===== src/rtl/data_store.sv =====
// Data-load stage: pops decoder FIFO beats and writes them to the buffer SRAM from a programmed base.
// Optional DS_STRB_EN passes per-beat byte strobes to mem_we; otherwise every write is full-width.
module data_store #(
  parameter int TBITS  = 64,
  parameter int TBYTE  = 8,
  parameter int ADDR_W = 12
) (
  input  logic              clk,
  input  logic              reset,
  input  logic              ds_empty_n,
  output logic              ds_read,
  input  logic [TBITS-1:0]  fifo_data_din,
  input  logic [TBYTE-1:0]  fifo_strb_din,
  input  logic              fifo_last_din,
  input  logic [ADDR_W-1:0] base_addr,
  input  logic [ADDR_W:0]   wr_limit,
  output logic              mem_en,
  output logic [TBYTE-1:0]  mem_we,
  output logic [ADDR_W-1:0] mem_addr,
  output logic [TBITS-1:0]  mem_wdata,
  output logic              load_busy,
  output logic              load_done,
  output logic [ADDR_W:0]   word_cnt,
  output logic              ovf_err
);

  typedef enum logic [1:0] {S_IDLE, S_LOAD, S_DONE} state_t;

  state_t              r_state;
  logic [ADDR_W-1:0]   r_ptr;
  logic [ADDR_W:0]     r_word_cnt;
  logic                r_ovf;
  logic                r_mem_en;
  logic [TBYTE-1:0]    r_mem_we;
  logic [ADDR_W-1:0]   r_mem_addr;
  logic [TBITS-1:0]    r_mem_wdata;

  logic                w_beat;
  logic                w_room;
  logic                w_store;
  logic [TBYTE-1:0]    w_strb;

`ifdef DS_STRB_EN
  assign w_strb = fifo_strb_din;
`else
  logic w_unused_strb;
  assign w_unused_strb = ^fifo_strb_din;
  assign w_strb        = '1;
`endif

  assign w_beat  = (r_state == S_LOAD) && ds_empty_n;
  assign w_room  = (wr_limit == '0) || (r_word_cnt < wr_limit);
  assign w_store = w_beat && w_room;

  always_ff @(posedge clk) begin
    if (reset) begin
      r_state     <= S_IDLE;
      r_ptr       <= '0;
      r_word_cnt  <= '0;
      r_ovf       <= 1'b0;
      r_mem_en    <= 1'b0;
      r_mem_we    <= '0;
      r_mem_addr  <= '0;
      r_mem_wdata <= '0;
    end else begin
      r_mem_en <= w_store;
      r_mem_we <= w_store ? w_strb : '0;
      if (w_store) begin
        r_mem_addr  <= r_ptr;
        r_mem_wdata <= fifo_data_din;
      end

      case (r_state)
        S_IDLE: begin
          if (ds_empty_n) begin
            r_ptr      <= base_addr;
            r_word_cnt <= '0;
            r_ovf      <= 1'b0;
            r_state    <= S_LOAD;
          end
        end
        S_LOAD: begin
          if (w_beat) begin
            if (w_room) begin
              r_ptr <= r_ptr + 1'b1;
              if (r_word_cnt != '1)
                r_word_cnt <= r_word_cnt + 1'b1;
            end else begin
              r_ovf <= 1'b1;
            end
            // Last beat ends the load even when it was discarded over the limit.
            if (fifo_last_din)
              r_state <= S_DONE;
          end
        end
        S_DONE:  r_state <= S_IDLE;
        default: r_state <= S_IDLE;
      endcase
    end
  end

  assign ds_read   = (r_state == S_LOAD);
  assign load_busy = (r_state == S_LOAD);
  assign load_done = (r_state == S_DONE);
  assign word_cnt  = r_word_cnt;
  assign ovf_err   = r_ovf;

  // Reset in the cycle a write is on the bus cancels that write.
  assign mem_en    = r_mem_en & ~reset;
  assign mem_we    = r_mem_we & {TBYTE{~reset}};
  assign mem_addr  = r_mem_addr;
  assign mem_wdata = r_mem_wdata;

endmodule

===== config.mk =====
export PLATFORM = sky130hd
export DESIGN_NAME = data_store
export DESIGN_NICKNAME = d
export VERILOG_FILES = /design/src/rtl/data_store.sv
export SDC_FILE = /design/constraint.sdc
export NUM_CORES = 1
export LEC_CHECK = 0
export ABC_AREA = 1
export BUFFER_PORTS_ARGS = -buffer_cell sky130_fd_sc_hd__buf_4
export CAP_MARGIN = 20
export CORE_MARGIN = 5
export CORE_UTILIZATION = 40
export DETAILED_ROUTE_END_ITERATION = 6
export PLACE_DENSITY = 0.74
export SLEW_MARGIN = 20
export SYNTH_ARGS = -nofsm -noshare
export SYNTH_HDL_FRONTEND = slang
export SYNTH_SLANG_ARGS = --single-unit

===== constraint.sdc =====
create_clock -name clk -period 2.3 [get_ports clk]
set_input_delay 0.345 -clock clk [delete_from_list [all_inputs] [get_ports clk]]
set_output_delay 0.345 -clock clk [all_outputs]
set_load 0.1 [all_outputs]

==> key figures, run 1 <==
Clocking
  • TritonCTS Buffers: 9
  • Post_cts resized: 0
  • Hold_buf cts: 0
  • Root Buffer: clkbuf_16
  • Worst skew pair latency: 0.35 ns
  • Max H-tree Level: 3
  • CTS max path bufs: 2
  • CTS clk-pin slew, worst paths: 0.07 ns
  • Clock sinks: 105
  • CTS tree: built
  • Setup bufs post-CTS: 0

Logic synthesis
  • Top cell type's share of synthesized area: 0.416
  • Number of synthesized flops with an enable pin: 0
  • Synth Cell Area: 5060 sq um
  • Cell variety after synth: 27
  • Flops & latches, synth: 105
  • Post-Syn Nets: 831
  • Cell count after synthesis: 716
  • Ranking of synthesized cells by area: dfxtp_1, nand2_1, nand3_1, a21oi_1, inv_1
  • Post-Syn Area per Cell: 7.06 sq um
  • Most used DFF post-synth: dfxtp_1
  • Sequential share of the synthesized area: 0.416
  • Largest area contributor in the netlist: dfxtp_1
  • Ys Warns: 0
  • Async set-reset flop share out of synthesis: 0

Routing
  • DR DRC count: 0
  • Vias per cell: 4.88
  • 1st-pass router iterations: 5
  • Detailed Route Iter0 Violations: 434
  • Final ANT Viol Nets: 0
  • WL/cell: 13.9 um
  • DR vias: 5190
  • Final wirelength: 14800 um

Timing
  • Clock Skews: 0.00836 ns
  • Worst Tran Pin Value: 0.519 ns
  • Fmax: 0.505 GHz
  • Rel. slew slack: 0.654
  • Final Cycle Share: 0.860
  • Hold slack: 0.265 ns
  • Fin. Hold Viols: 0
  • Max Slew Vio Count: 0
  • Fin crit period: 1.98 ns
  • Setup TNS: 0 ns
  • RSZ-0062 raised after global routing: no
  • Final setup vio count: 0

Floorplanning
  • Die ar.: 15000 sq um
  • Die height: 122 um
  • Starting Density: 0.404
  • IO Pins: 203
  • Core Area: 12500 sq um
  • Die Wd: 122 um
  • Row count: 41

Cells and area
  • Share of cells above drive strength 1: 0.287
  • Layout net count: 1001
  • Area Overhead vs Synth: 36.5%
  • Fin cells: 1063
  • Filler Cell Count: 1227
  • Number of antenna diodes: 0

Global route
  • Number of global-route vias before repair: 4675
  • Initial antenna violation count: 0
  • Total track usage: 0.192
  • GRT Residual Overflow: 0
  • Largest net degree at the start of global routing: 49
  • First-pass GRT wire length: 23300 um

Critical path
  • Worst Path Class, Setup: reg -> reg
  • Max FO, Critical Path: 41
  • CP Capture Type: flip-flop
  • CP required: 2.57 ns
  • Worst Path Arrival: 2.25 ns
  • Critical Path Source Type: flip-flop

Placed design
  • I/O Buffers: 194
  • Dpl hpwl: 10800 um
  • RePlAce Congestion: 0.863
  • Inst Count DP: 1047

Power
  • Peak supply drop: 446 uV
  • Leak: 0.00313 uW
  • Power Dens Cells: 671 nW/um^2

Hold path
  • Class of the worst hold path: in -> reg

Run status
  • Status: complete, no violations

Flow run
  • Max Cap Viol: 0
-- sequential cells by signal, indices dropped and copies added, names as in the netlist --
signal,flops
r_mem_we,1
word_cnt,13
mem_addr,12
ovf_err,1
mem_wdata,64
r_state,2
r_ptr,12
-- metrics by stage --
stage	cell area [sq um]	power, uW	utilization	worst slack [ns]
3_3_place_gp	6620	3180	0.529	0.235
2_1_floorplan	5090	2860	-	0.00652
4_1_cts	6910	4700	0.552	0.316
5_1_grt	6910	4850	0.552	0.128
6_report	6910	4630	0.552	0.321
3_5_place_dp	6620	3190	0.529	0.198
-- cell usage after synthesis (2+ instances only) --
master	number
nor2_8	2
inv_1	55
nor2_1	48
buf_2	19
buf_4	12
nor3_1	5
xor2_1	2
nand3_2	2
o21ai_0	17
buf_1	3
nand2_4	2
nand4_1	18
nand2_1	184
dfxtp_1	105
clkbuf_1	12
ha_1	14
inv_2	4
nand2_2	2
buf_6	7
nor2_2	2
a21oi_1	96
nand3_1	100
-- kinds of logic after synthesis --
group	count (synthesis)	synth area share
XOR/XNOR	2	0.00346
adder cells (fa/ha/maj)	14	0.0346
AND/OR/NAND/NOR	367	0.323
flip-flops	105	0.416
buffers and inverters	112	0.107
AO/OA/AOI/OAI	116	0.116
-- metal layers --
metal  vias to the layer above  track usage  part of all wire
met3                        18       0.0567             0.079
met5                         -            0                 0
li1                       2676            -                 -
met1                      2315        0.240              0.43
met2                       181        0.323              0.47
met4                         0       0.0518             0.020
-- worst max-delay path, cell delays in order (launching register included) --
cell and delay, ns:
dfxtp_2 0.36, ha_1 0.28, nand2_1 0.07, nor2_2 0.13, nand2_1 0.08, nor2_1 0.09, nand2_1 0.06, nand2_2 0.13
nand2_4 0.15, nand2_4 0.13, buf_12 0.21, nand2_1 0.07, a21oi_1 0.14
-- placed cells by master, fill, tap and decap left out, types with 2 or more instances in the layout --
cell,count
inv_6,2
dfxtp_1,93
xor2_1,2
nand3_2,2
nor2_8,2
nor2_1,47
ha_1,14
a21oi_1,96
clkinv_4,2
buf_12,4
nand2_2,2
nor3_1,5
clkbuf_16,9
nand4_1,18
inv_2,4
nand3_1,100
nor2_2,2
nand2_4,2
nand2_1,184
inv_1,55
buf_4,208
o21ai_0,17
dfxtp_2,12
-- area by class of cell --
type / instances / area (sq um) / area share
clock buffer: 11 / 243 / 0.0352
multi-input combinational: 499 / 2420 / 0.351
timing repair buffer: 212 / 1640 / 0.238
sequential: 105 / 2120 / 0.307
inverter: 59 / 221 / 0.0321
tap: 172 / 215 / 0.0312
clock inverter: 5 / 46.3 / 0.00670
-- where the power goes --
group	switching, uW	internal, uW
Combinational	838	331
Sequential	70.4	1900
Clock	708	784
Total	1620	3020
-- final timing paths --
kind                            slack [ns]                    endpoint  cells past startpoint                      start
worst max-delay path                  0.32  mem_wdata[46]$_SDFFE_PP0P_                     12  word_cnt[11]$_SDFFE_PP0P_
worst min-delay path                  0.27   mem_wdata[8]$_SDFFE_PP0P_                      3           fifo_data_din[8]
worst max register to register        0.32  mem_wdata[46]$_SDFFE_PP0P_                     12  word_cnt[11]$_SDFFE_PP0P_
worst min register to register        0.46        ovf_err$_SDFFE_PP0P_                      2       ovf_err$_SDFFE_PP0P_
(Power assumes the default switching activity.)
==> run 2: changes to the inputs <==
- CTS_BUF_LIST: unset -> sky130_fd_sc_hd__clkbuf_8
==> key figures, run 2 (synthesis gave the netlist of run 1 again) <==
Critical path
  • CP required: 2.61 ns
  • Max stage delay on crit path: 0.35 ns
  • Largest delay contributor family on the critical path: simple AND/OR/NAND/NOR gates
  • Worst Path Class, Setup: reg -> reg
  • CP cell instances: ha_1, nand2_1, nor2_2, nand2_1, nor2_1, nand2_1, nand2_2, nand3_2, nand2_2, inv_2, nand2_1, nand2_1, nor2_1
  • Critical-path top delay cell: dfxtp_2
  • Critical Path Source Type: flip-flop
  • Max FO, Critical Path: 13
  • Worst Path Arrival: 2.28 ns
  • Most Frequent Cell on Critical Path: nand2_1
  • Buf/Inv on CP: 1
  • CP Capture Type: flip-flop

Timing
  • Hold slack: 0.229 ns
  • Fin worst setup slack: 0.328 ns
  • Fin crit period: 1.97 ns
  • Final setup vio count: 0
  • Fin. Hold Viols: 0
  • Final Cycle Share: 0.858
  • Rel. slew slack: 0.637
  • Worst Tran Pin Value: 0.544 ns
  • Fmax: 0.507 GHz
  • Setup TNS: 0 ns
  • Max Slew Vio Count: 0
  • Clock Skews: 0.0128 ns
  • RSZ-0062 raised after global routing: no

Power
  • Leak: 0.00309 uW
  • Psw: 1580 uW
  • Switching power share of the total: 0.371
  • Power Dens Cells: 624 nW/um^2
  • Clock share of power: 0.260
  • Logic pwr share: 0.275
  • Peak supply drop: 415 uV
  • Internal power: 2670 uW
  • Sequential fraction of design power: 0.464

Floorplanning
  • Starting Density: 0.404
  • Row count: 41
  • Die height: 122 um
  • Core Area: 12500 sq um
  • IO Pins: 203
  • Die ar.: 15000 sq um
  • Die Wd: 122 um

Placed design
  • RePlAce Congestion: 0.863
  • Post-Place Cell Area: 6620 sq um
  • Dpl hpwl: 10800 um
  • Inst Count DP: 1047
  • I/O Buffers: 194
  • DP Worst Slack: 0.198 ns

Global route
  • Number of global-route vias before repair: 4646
  • Initial antenna violation count: 0
  • GRT Residual Overflow: 0
  • First-pass GRT wire length: 23300 um
  • Total track usage: 0.192
  • Largest net degree at the start of global routing: 49

Clocking
  • TritonCTS Buffers: 9
  • CTS clk-pin slew, worst paths: 0.11 ns
  • Max H-tree Level: 3
  • Root Buffer: clkbuf_8
  • Worst skew pair latency: 0.38 ns
  • Clock sinks: 105
  • CTS tree: built
  • Setup bufs post-CTS: 0
  • CTS max path bufs: 2
  • Post_cts resized: 0
  • Hold_buf cts: 0

Routing
  • Detailed Route Iter0 Violations: 424
  • Final ANT Viol Nets: 0
  • Final wirelength: 14900 um
  • 1st-pass router iterations: 5
  • Vias per cell: 4.84
  • DR vias: 5143
  • DR DRC count: 0
  • WL/cell: 14.0 um

Cells and area
  • Max FFs per register: 64
  • Post-route cell area: 6800 sq um
  • Most frequent cells in the layout: buf_4, nand2_1, nand3_1
  • Commonest non-fill, non-tap cell in the layout: buf_4
  • Area Overhead vs Synth: 34.5%
  • Layout net count: 1001
  • Share of cells above drive strength 1: 0.287
  • Number of antenna diodes: 0
  • Filler Cell Count: 1241
  • Fin cells: 1063

Run status
  • Status: complete, no violations

Flow run
  • Max Cap Viol: 0

Hold path
  • Class of the worst hold path: in -> reg
-- run 2: cell types whose count changed in the layout (fill, tap and decap cells not counted), sizes merged --
cell / change
inv: +1
clkbuf: -1
-- run 2: power by group through the flow --
stage	Sequential, uW	Clock (uW)	Combinational [uW]
floorplan	2450	0	411
global placement	2010	0	1170
CTS	1970	1160	1180
detailed placement	2010	0	1170
finish	1970	1110	1170
global route	1990	1250	1250
-- run 2: worst reg2reg max path: stages (launching register included) --
cell and delay (ns):
dfxtp_2 0.35, ha_1 0.29, nand2_1 0.08, nor2_2 0.13
nand2_1 0.08, nor2_1 0.09, nand2_1 0.06, nand2_2 0.12
nand3_2 0.17, nand2_2 0.18, inv_2 0.14, nand2_1 0.08
nand2_1 0.04, nor2_1 0.09
-- run 2: area by class of cell --
type                    instances  area, sq um  share of cell area
clock buffers                  10          138              0.0202
clock inverters                 6         50.0             0.00736
inverters                      59          221              0.0325
multi-input cells             499         2420               0.356
flip-flops and latches        105         2120               0.311
well taps                     172          215              0.0316
repair buffers                212         1640               0.241
-- run 2: routing by layer --
metal | vias up | track usage | share of wire
met3 | 21 | 0.0581 | 0.079
met2 | 178 | 0.322 | 0.47
met4 | 0 | 0.0511 | 0.019
met1 | 2274 | 0.241 | 0.43
met5 | - | 0 | 0
li1 | 2670 | - | -
-- run 2: path summary, 6_finish.rpt --
path                                   from                   endpoint  slack [ns]  cells after the start
setup / recovery  word_cnt[12]$_SDFFE_PP0P_      r_ptr[7]$_SDFFE_PP0P_        0.33                     13
hold reg to reg        ovf_err$_SDFFE_PP0P_       ovf_err$_SDFFE_PP0P_        0.46                      2
hold / removal             fifo_data_din[8]  mem_wdata[8]$_SDFFE_PP0P_        0.23                      3
setup reg to reg  word_cnt[12]$_SDFFE_PP0P_      r_ptr[7]$_SDFFE_PP0P_        0.33                     13
-- run 2: metrics by stage --
| stage | total power (uW) | utilization |
|---|---|---|
| global route | 4480 | 0.544 |
| detailed placement | 3190 | 0.529 |
| floorplan | 2860 | - |
| CTS | 4310 | 0.544 |
| global placement | 3180 | 0.529 |
| finish | 4250 | 0.544 |
